<file path="src/rtl/mem_defs.sv">
// mem_defs: shared encodings for the data SRAM bridge.
//   - lstype encodings carried down the pipeline with each load/store
//   - data_size codes driven onto the SRAM-like data bus
//   - bridge FSM state encoding
package mem_defs;

   localparam logic [2:0] LS_B  = 3'b000;
   localparam logic [2:0] LS_BU = 3'b001;
   localparam logic [2:0] LS_H  = 3'b010;
   localparam logic [2:0] LS_HU = 3'b011;
   localparam logic [2:0] LS_W  = 3'b100;

   localparam logic [1:0] SZ_BYTE = 2'd0;
   localparam logic [1:0] SZ_HALF = 2'd1;
   localparam logic [1:0] SZ_WORD = 2'd2;

   typedef enum logic [1:0] {
      ST_IDLE = 2'd0,
      ST_REQ  = 2'd1,
      ST_WAIT = 2'd2,
      ST_DONE = 2'd3
   } bridge_state_t;

   // Unused lstype codes fall through to word so they still get a full
   // alignment check rather than slipping through as a byte access.
   function automatic logic [1:0] ls_size(input logic [2:0] ls);
      case (ls)
         LS_B, LS_BU: ls_size = SZ_BYTE;
         LS_H, LS_HU: ls_size = SZ_HALF;
         default:     ls_size = SZ_WORD;
      endcase
   endfunction

endpackage

</file>
<file path="src/rtl/lsu_align.sv">
// lsu_align: combinational byte-lane logic for the data SRAM bridge.
//   Ports:
//     lstype     in  3   access type (mem_defs LS_* codes)
//     is_store   in  1   1 = store, 0 = load
//     addr_lo    in  2   low address bits
//     wd         in  32  raw store data
//     rdata      in  32  raw bus read data
//     size       out 2   bus size code
//     misaligned out 1   access not naturally aligned
//     wdata      out 32  store data replicated across lanes
//     wstrb      out 4   byte enables (0000 for loads)
//     load_data  out 32  selected and extended load result
module lsu_align
   import mem_defs::*;
(
   input  logic [2:0]  lstype,
   input  logic        is_store,
   input  logic [1:0]  addr_lo,
   input  logic [31:0] wd,
   input  logic [31:0] rdata,
   output logic [1:0]  size,
   output logic        misaligned,
   output logic [31:0] wdata,
   output logic [3:0]  wstrb,
   output logic [31:0] load_data
);

   logic [7:0]  sel_byte;
   logic [15:0] sel_half;
   logic [3:0]  strb_raw;

   always_comb begin
      size       = ls_size(lstype);
      misaligned = 1'b0;
      wdata      = wd;
      strb_raw   = 4'b1111;
      case (size)
         SZ_BYTE: begin
            wdata    = {4{wd[7:0]}};
            strb_raw = 4'b0001 << addr_lo;
         end
         SZ_HALF: begin
            misaligned = addr_lo[0];
            wdata      = {2{wd[15:0]}};
            strb_raw   = addr_lo[1] ? 4'b1100 : 4'b0011;
         end
         default: begin
            misaligned = |addr_lo;
            wdata      = wd;
            strb_raw   = 4'b1111;
         end
      endcase
      wstrb = is_store ? strb_raw : 4'b0000;
   end

   always_comb begin
      sel_byte = rdata[7:0];
      case (addr_lo)
         2'd0:    sel_byte = rdata[7:0];
         2'd1:    sel_byte = rdata[15:8];
         2'd2:    sel_byte = rdata[23:16];
         default: sel_byte = rdata[31:24];
      endcase
      sel_half = addr_lo[1] ? rdata[31:16] : rdata[15:0];

      load_data = rdata;
      case (lstype)
         LS_B:    load_data = {{24{sel_byte[7]}}, sel_byte};
         LS_BU:   load_data = {24'd0, sel_byte};
         LS_H:    load_data = {{16{sel_half[15]}}, sel_half};
         LS_HU:   load_data = {16'd0, sel_half};
         default: load_data = rdata;
      endcase
   end

endmodule

</file>
<file path="src/rtl/data_sram_bridge.sv">
// data_sram_bridge: M-stage load/store unit driving an SRAM-like data bus
// (req / addr_ok / data_ok). One transaction outstanding at a time; stallM
// freezes F/D/E/M while it is in flight.
//   Ports:
//     clk, rst            clock (rising), async active-low reset
//     memenM, memwriteM   M-stage load/store valid, 1 = store
//     lstypeM             access type (mem_defs LS_* codes)
//     aluoutM, writedataM effective address, raw store data
//     holdM               external stall; keeps the result parked in DONE
//     readdataM           extended load result, valid in DONE
//     stallM              freeze request to the hazard unit
//     adelM, adesM        load / store address misaligned
//     data_*              SRAM-like data bus
//     perf_stall_cnt      saturating stall-cycle counter (0 unless enabled)
//   Build option: DSB_PERF_CNT_EN enables perf_stall_cnt.
//
//   state | meaning
//   IDLE  | no transaction; request issued combinationally if memenM
//   REQ   | request held until the bus accepts it (addr_ok)
//   WAIT  | accepted, waiting for data_ok; load result captured then
//   DONE  | result valid, pipeline may advance; parked while holdM
module data_sram_bridge
   import mem_defs::*;
#(
   parameter int ADDR_W = 32,
   parameter int DATA_W = 32
) (
   input  logic              clk,
   input  logic              rst,
   input  logic              memenM,
   input  logic              memwriteM,
   input  logic [2:0]        lstypeM,
   input  logic [ADDR_W-1:0] aluoutM,
   input  logic [DATA_W-1:0] writedataM,
   input  logic              holdM,
   output logic [DATA_W-1:0] readdataM,
   output logic              stallM,
   output logic              adelM,
   output logic              adesM,
   output logic              data_req,
   output logic              data_wr,
   output logic [1:0]        data_size,
   output logic [ADDR_W-1:0] data_addr,
   output logic [3:0]        data_wstrb,
   output logic [DATA_W-1:0] data_wdata,
   input  logic              data_addr_ok,
   input  logic              data_data_ok,
   input  logic [DATA_W-1:0] data_rdata,
   output logic [31:0]       perf_stall_cnt
);

   bridge_state_t state;
   bridge_state_t state_nxt;

   logic        misaligned;
   logic [31:0] load_data;

   lsu_align u_align (
      .lstype     (lstypeM),
      .is_store   (memwriteM),
      .addr_lo    (aluoutM[1:0]),
      .wd         (writedataM),
      .rdata      (data_rdata),
      .size       (data_size),
      .misaligned (misaligned),
      .wdata      (data_wdata),
      .wstrb      (data_wstrb),
      .load_data  (load_data)
   );

   assign data_addr = aluoutM;
   assign data_wr   = memwriteM;
   assign adelM     = memenM & ~memwriteM & misaligned;
   assign adesM     = memenM &  memwriteM & misaligned;

   always_ff @(posedge clk or negedge rst) begin
      if (!rst) begin
         state <= ST_IDLE;
      end else begin
         state <= state_nxt;
      end
   end

   always_comb begin
      state_nxt = state;
      data_req  = 1'b0;
      stallM    = 1'b0;
      case (state)
         ST_IDLE: begin
            data_req = memenM & ~misaligned;
            stallM   = data_req;
            if (data_req && data_addr_ok) begin
               state_nxt = ST_WAIT;
            end else if (data_req) begin
               state_nxt = ST_REQ;
            end
         end
         ST_REQ: begin
            data_req = 1'b1;
            stallM   = 1'b1;
            if (data_addr_ok) begin
               state_nxt = ST_WAIT;
            end
         end
         ST_WAIT: begin
            stallM = 1'b1;
            if (data_data_ok) begin
               state_nxt = ST_DONE;
            end
         end
         ST_DONE: begin
            if (!holdM) begin
               state_nxt = ST_IDLE;
            end
         end
         default: state_nxt = ST_IDLE;
      endcase
   end

   // Only a data_ok seen in WAIT belongs to our request; anything earlier
   // is a leftover response from before reset.
   always_ff @(posedge clk or negedge rst) begin
      if (!rst) begin
         readdataM <= '0;
      end else if (state == ST_WAIT && data_data_ok) begin
         readdataM <= load_data;
      end
   end

`ifdef DSB_PERF_CNT_EN
   logic [31:0] stall_cnt;

   always_ff @(posedge clk or negedge rst) begin
      if (!rst) begin
         stall_cnt <= '0;
      end else if (stallM && stall_cnt != 32'hFFFF_FFFF) begin
         stall_cnt <= stall_cnt + 32'd1;
      end
   end

   assign perf_stall_cnt = stall_cnt;
`else
   assign perf_stall_cnt = '0;
`endif

endmodule

</file>
<file path="config.mk">
export PLATFORM = sky130hd
export DESIGN_NAME = data_sram_bridge
export DESIGN_NICKNAME = d
export VERILOG_FILES = /design/src/rtl/mem_defs.sv /design/src/rtl/lsu_align.sv /design/src/rtl/data_sram_bridge.sv
export SDC_FILE = /design/constraint.sdc
export NUM_CORES = 1
export LEC_CHECK = 0
export CAP_MARGIN = 20
export CORE_ASPECT_RATIO = 0.6
export CORE_UTILIZATION = 35
export CTS_BUF_LIST = sky130_fd_sc_hd__clkbuf_4 sky130_fd_sc_hd__clkbuf_8
export CTS_CLUSTER_DIAMETER = 30
export DETAILED_ROUTE_END_ITERATION = 8
export PLACE_DENSITY = 0.84
export SKIP_CTS_REPAIR_TIMING = 1
export SLEW_MARGIN = 40
export SYNTH_ARGS = -nofsm -noshare
export SYNTH_HDL_FRONTEND = slang
export SYNTH_HIERARCHICAL = 1
export SYNTH_SLANG_ARGS = --single-unit
</file>
<file path="constraint.sdc">
create_clock -name clk -period 4.4 [get_ports clk]
set_input_delay 1.32 -clock clk [delete_from_list [all_inputs] [get_ports clk]]
set_output_delay 1.32 -clock clk [all_outputs]
set_load 0.01 [all_outputs]
</file>
==> results.py <==
metrics = {
    "yosys": {
        "synth.area.top_cells": "dfrtp_1, mux2_2, buf_4, mux2i_1, nand2_1",
        "yosysTopAreaCell": "dfrtp_1",
        "synthArstFlopShare": 1.00,
        "ys.flop_type": "dfrtp_1",
        "yosys_warnings": 6,
        "synth_top_area_frac": 0.267,
        "yosys_register_bits": 34,
        "avgSynthCellArea_um2": 9.12,
        "syn_area_um2": 3180,
        "ys_seq_area_frac": 0.267,
        "synth_cell_types": 42,
        "syn_inst": 349,
        "synth_edf_count": 0,
    },
    "timing": {
        "layout_min_cycle_time_ns": 4.33,
        "fin_hold_ws_ns": 0.509,
        "clock.fmax_ghz": 0.231,
        "slew_viol_final": 0,
        "hold_viol": 0,
        "timing.final.crit_share": 0.984,
        "setup_viol": 0,
        "worst_pin_slew_ns": 0.755,
        "slew-limit-headroom": 0.496,
        "clock_skew_ns": 0.00419,
        "fin_ws_ns": 0.0710,
    },
    "power": {
        "p_leak_uw": 0.00203,
        "power_density_nw_per_um2": 423,
        "vdd_drop_max_mv": 0.258,
    },
    "status": {
        "status": "finished, violations left",
        "violations": "DRC",
    },
    "setup_path": {
        "path_class": "in -> out",
        "cp_slowest_cell": "clkdlybuf4s50_1",
        "cp.required_ns": 3.08,
        "critPathMaxStageDelay_ns": 0.48,
        "start_kind": "input pin",
        "path_max_fanout": 8,
        "crit_path_cell_trace": "clkdlybuf4s50_1, buf_12, nor2_2, buf_12, mux2_2, clkdlybuf4s50_1",
        "critPathBufInv": 4,
        "worstPathArrival_ns": 3.01,
        "end_kind": "primary output",
        "cp_top_family": "buffers and inverters",
    },
    "place": {
        "io_buffers": 152,
        "place.gp.congestion": 0.864,
        "place_inst": 564,
        "post-place-ws_ns": -0.0289,
        "hpwl_um": 7670,
    },
    "global_route": {
        "grt_pass1_wl_um": 14800,
        "grtUsageMet1": 0.277,
        "grt_busiest_layer": "met2",
        "track_usage": 0.200,
        "gr-total-overflow": 0,
        "use_met3": 0.0618,
        "grt_max_degree": 34,
        "antenna_found_initial": 0,
        "grt_pass1_vias": 2808,
        "grt_util_met2": 0.314,
    },
    "final_layout": {
        "layout-drive-gt1-share": 0.188,
        "final_cell_count_no_fill": 575,
        "areaGrowthSynthToFinish_pct": 44.7,
        "diodes": 0,
        "nets": 575,
    },
    "clocking": {
        "cts_tree": "done",
        "cts_root_buf": "clkbuf_8",
        "cts_buffer_depth": 2,
        "path_clk_slew_ns": 0.08,
        "htree_levels": 2,
        "cts.sinks": 34,
        "cts_buffers": 5,
        "worst_skew_pair.late_latency_ns": 0.29,
    },
    "routing": {
        "drtIter0Drc": 231,
        "post_drt_wl_per_cell_um": 17.0,
        "firstDrtPassIters": 9,
        "wl_um": 9800,
        "drc": 20,
        "via_count": 2867,
        "ant_nets": 0,
        "avgViaCountPerCell": 4.99,
    },
    "floorplanning": {
        "fp.dieArea_um2": 9500,
        "initial_core_util": 0.368,
        "io_pins": 245,
        "rows": 26,
        "coreArea_um2": 8650,
        "die_w_um": 125,
        "die_h_um": 75.9,
    },
    "job": {
        "maxCapViolCount": 0,
    },
    "worst_hold_path": {
        "hold_path_class": "reg -> reg",
    },
}
layout by cell type (no fill, tap or decap), types with 2 or more instances in the layout:
cell / instances
clkbuf_8: 5
a21oi_1: 9
o211ai_1: 8
inv_1: 2
nand2_1: 36
nor2b_1: 14
o21ai_0: 11
nand3_1: 2
clkdlybuf4s50_1: 148
ha_1: 7
buf_2: 2
bufinv_16: 2
mux2i_1: 15
mux2_2: 51
buf_4: 16
a221o_1: 7
dfrtp_1: 34
buf_12: 2
o21a_1: 3
nor2_1: 16
conb_1: 32
dlymetal6s2s_1: 2
a22oi_1: 16
final cells by class:
type	count	area (um2)
fill	773	4050
multi-input combinational	248	1790
timing repair buffer	170	1680
sequential	34	851
tap	112	140
clock buffer	5	68.8
clock inverter	3	68.8
inverter	3	11.3
per-layer routing:
| layer | vias up | share of wire |
|---|---|---|
| li1 | 1338 | - |
| met1 | 1381 | 0.46 |
| met2 | 144 | 0.44 |
| met3 | 4 | 0.091 |
| met4 | 0 | 0.0029 |
| met5 | - | 0 |
power breakdown:
group / internal (uW) / switching, uW
logic: 615 / 425
registers: 463 / 94.4
clock network: 227 / 124
cell usage after synthesis, types with 2 or more instances:
library cell	n
nand3_1	2
buf_2	8
mux2i_1	15
o21a_1	3
nor2_1	16
a22oi_1	16
clkbuf_1	6
inv_1	2
a21oi_1	9
dfrtp_1	34
mux2_2	51
buf_4	76
o21ai_0	11
nor2b_1	15
a221o_1	7
buf_1	4
nand2_1	36
o211ai_1	8
ha_1	7
flip-flops by register name, summed over array words and instances, names as in the netlist:
signal	count
readdataM	32
state	2
path summary, 6_finish.rpt:
kind / from / to / slack [ns] / cells after the start
max: lstypeM[1] / data_wdata[9] / 0.07 / 6
max in group asynchronous: rst / readdataM[0] / 2.84 / 2
max reg2reg: state[0] / readdataM[13] / 2.63 / 5
min in group asynchronous: rst / readdataM[27] / 0.97 / 1
min: readdataM[17] / readdataM[17] / 0.51 / 1
min reg2reg: readdataM[17] / readdataM[17] / 0.51 / 1
through the flow:
stage | instance area [um2] | setup TNS [ns] | utilization | total power, uW
6_report | 4610 | 0 | 0.533 | 1950
5_1_grt | 4610 | -0.00357 | 0.533 | 2060
4_1_cts | 4570 | -0.0729 | 0.529 | 1960
3_5_place_dp | 4440 | -0.0562 | 0.513 | 1590
3_3_place_gp | 4440 | -0.0276 | 0.513 | 1570
2_1_floorplan | 3300 | 0 | - | 1100
cell families after synthesis:
kind of cell             synth area share
other                             0.00118
AO/OA/AOI/OAI                       0.142
AND/OR/NAND/NOR                     0.124
adder cells (fa/ha/maj)            0.0275
multiplexers                        0.228
flip-flops                          0.267
buffers and inverters               0.211
Power figures use the tool's default switching activity.
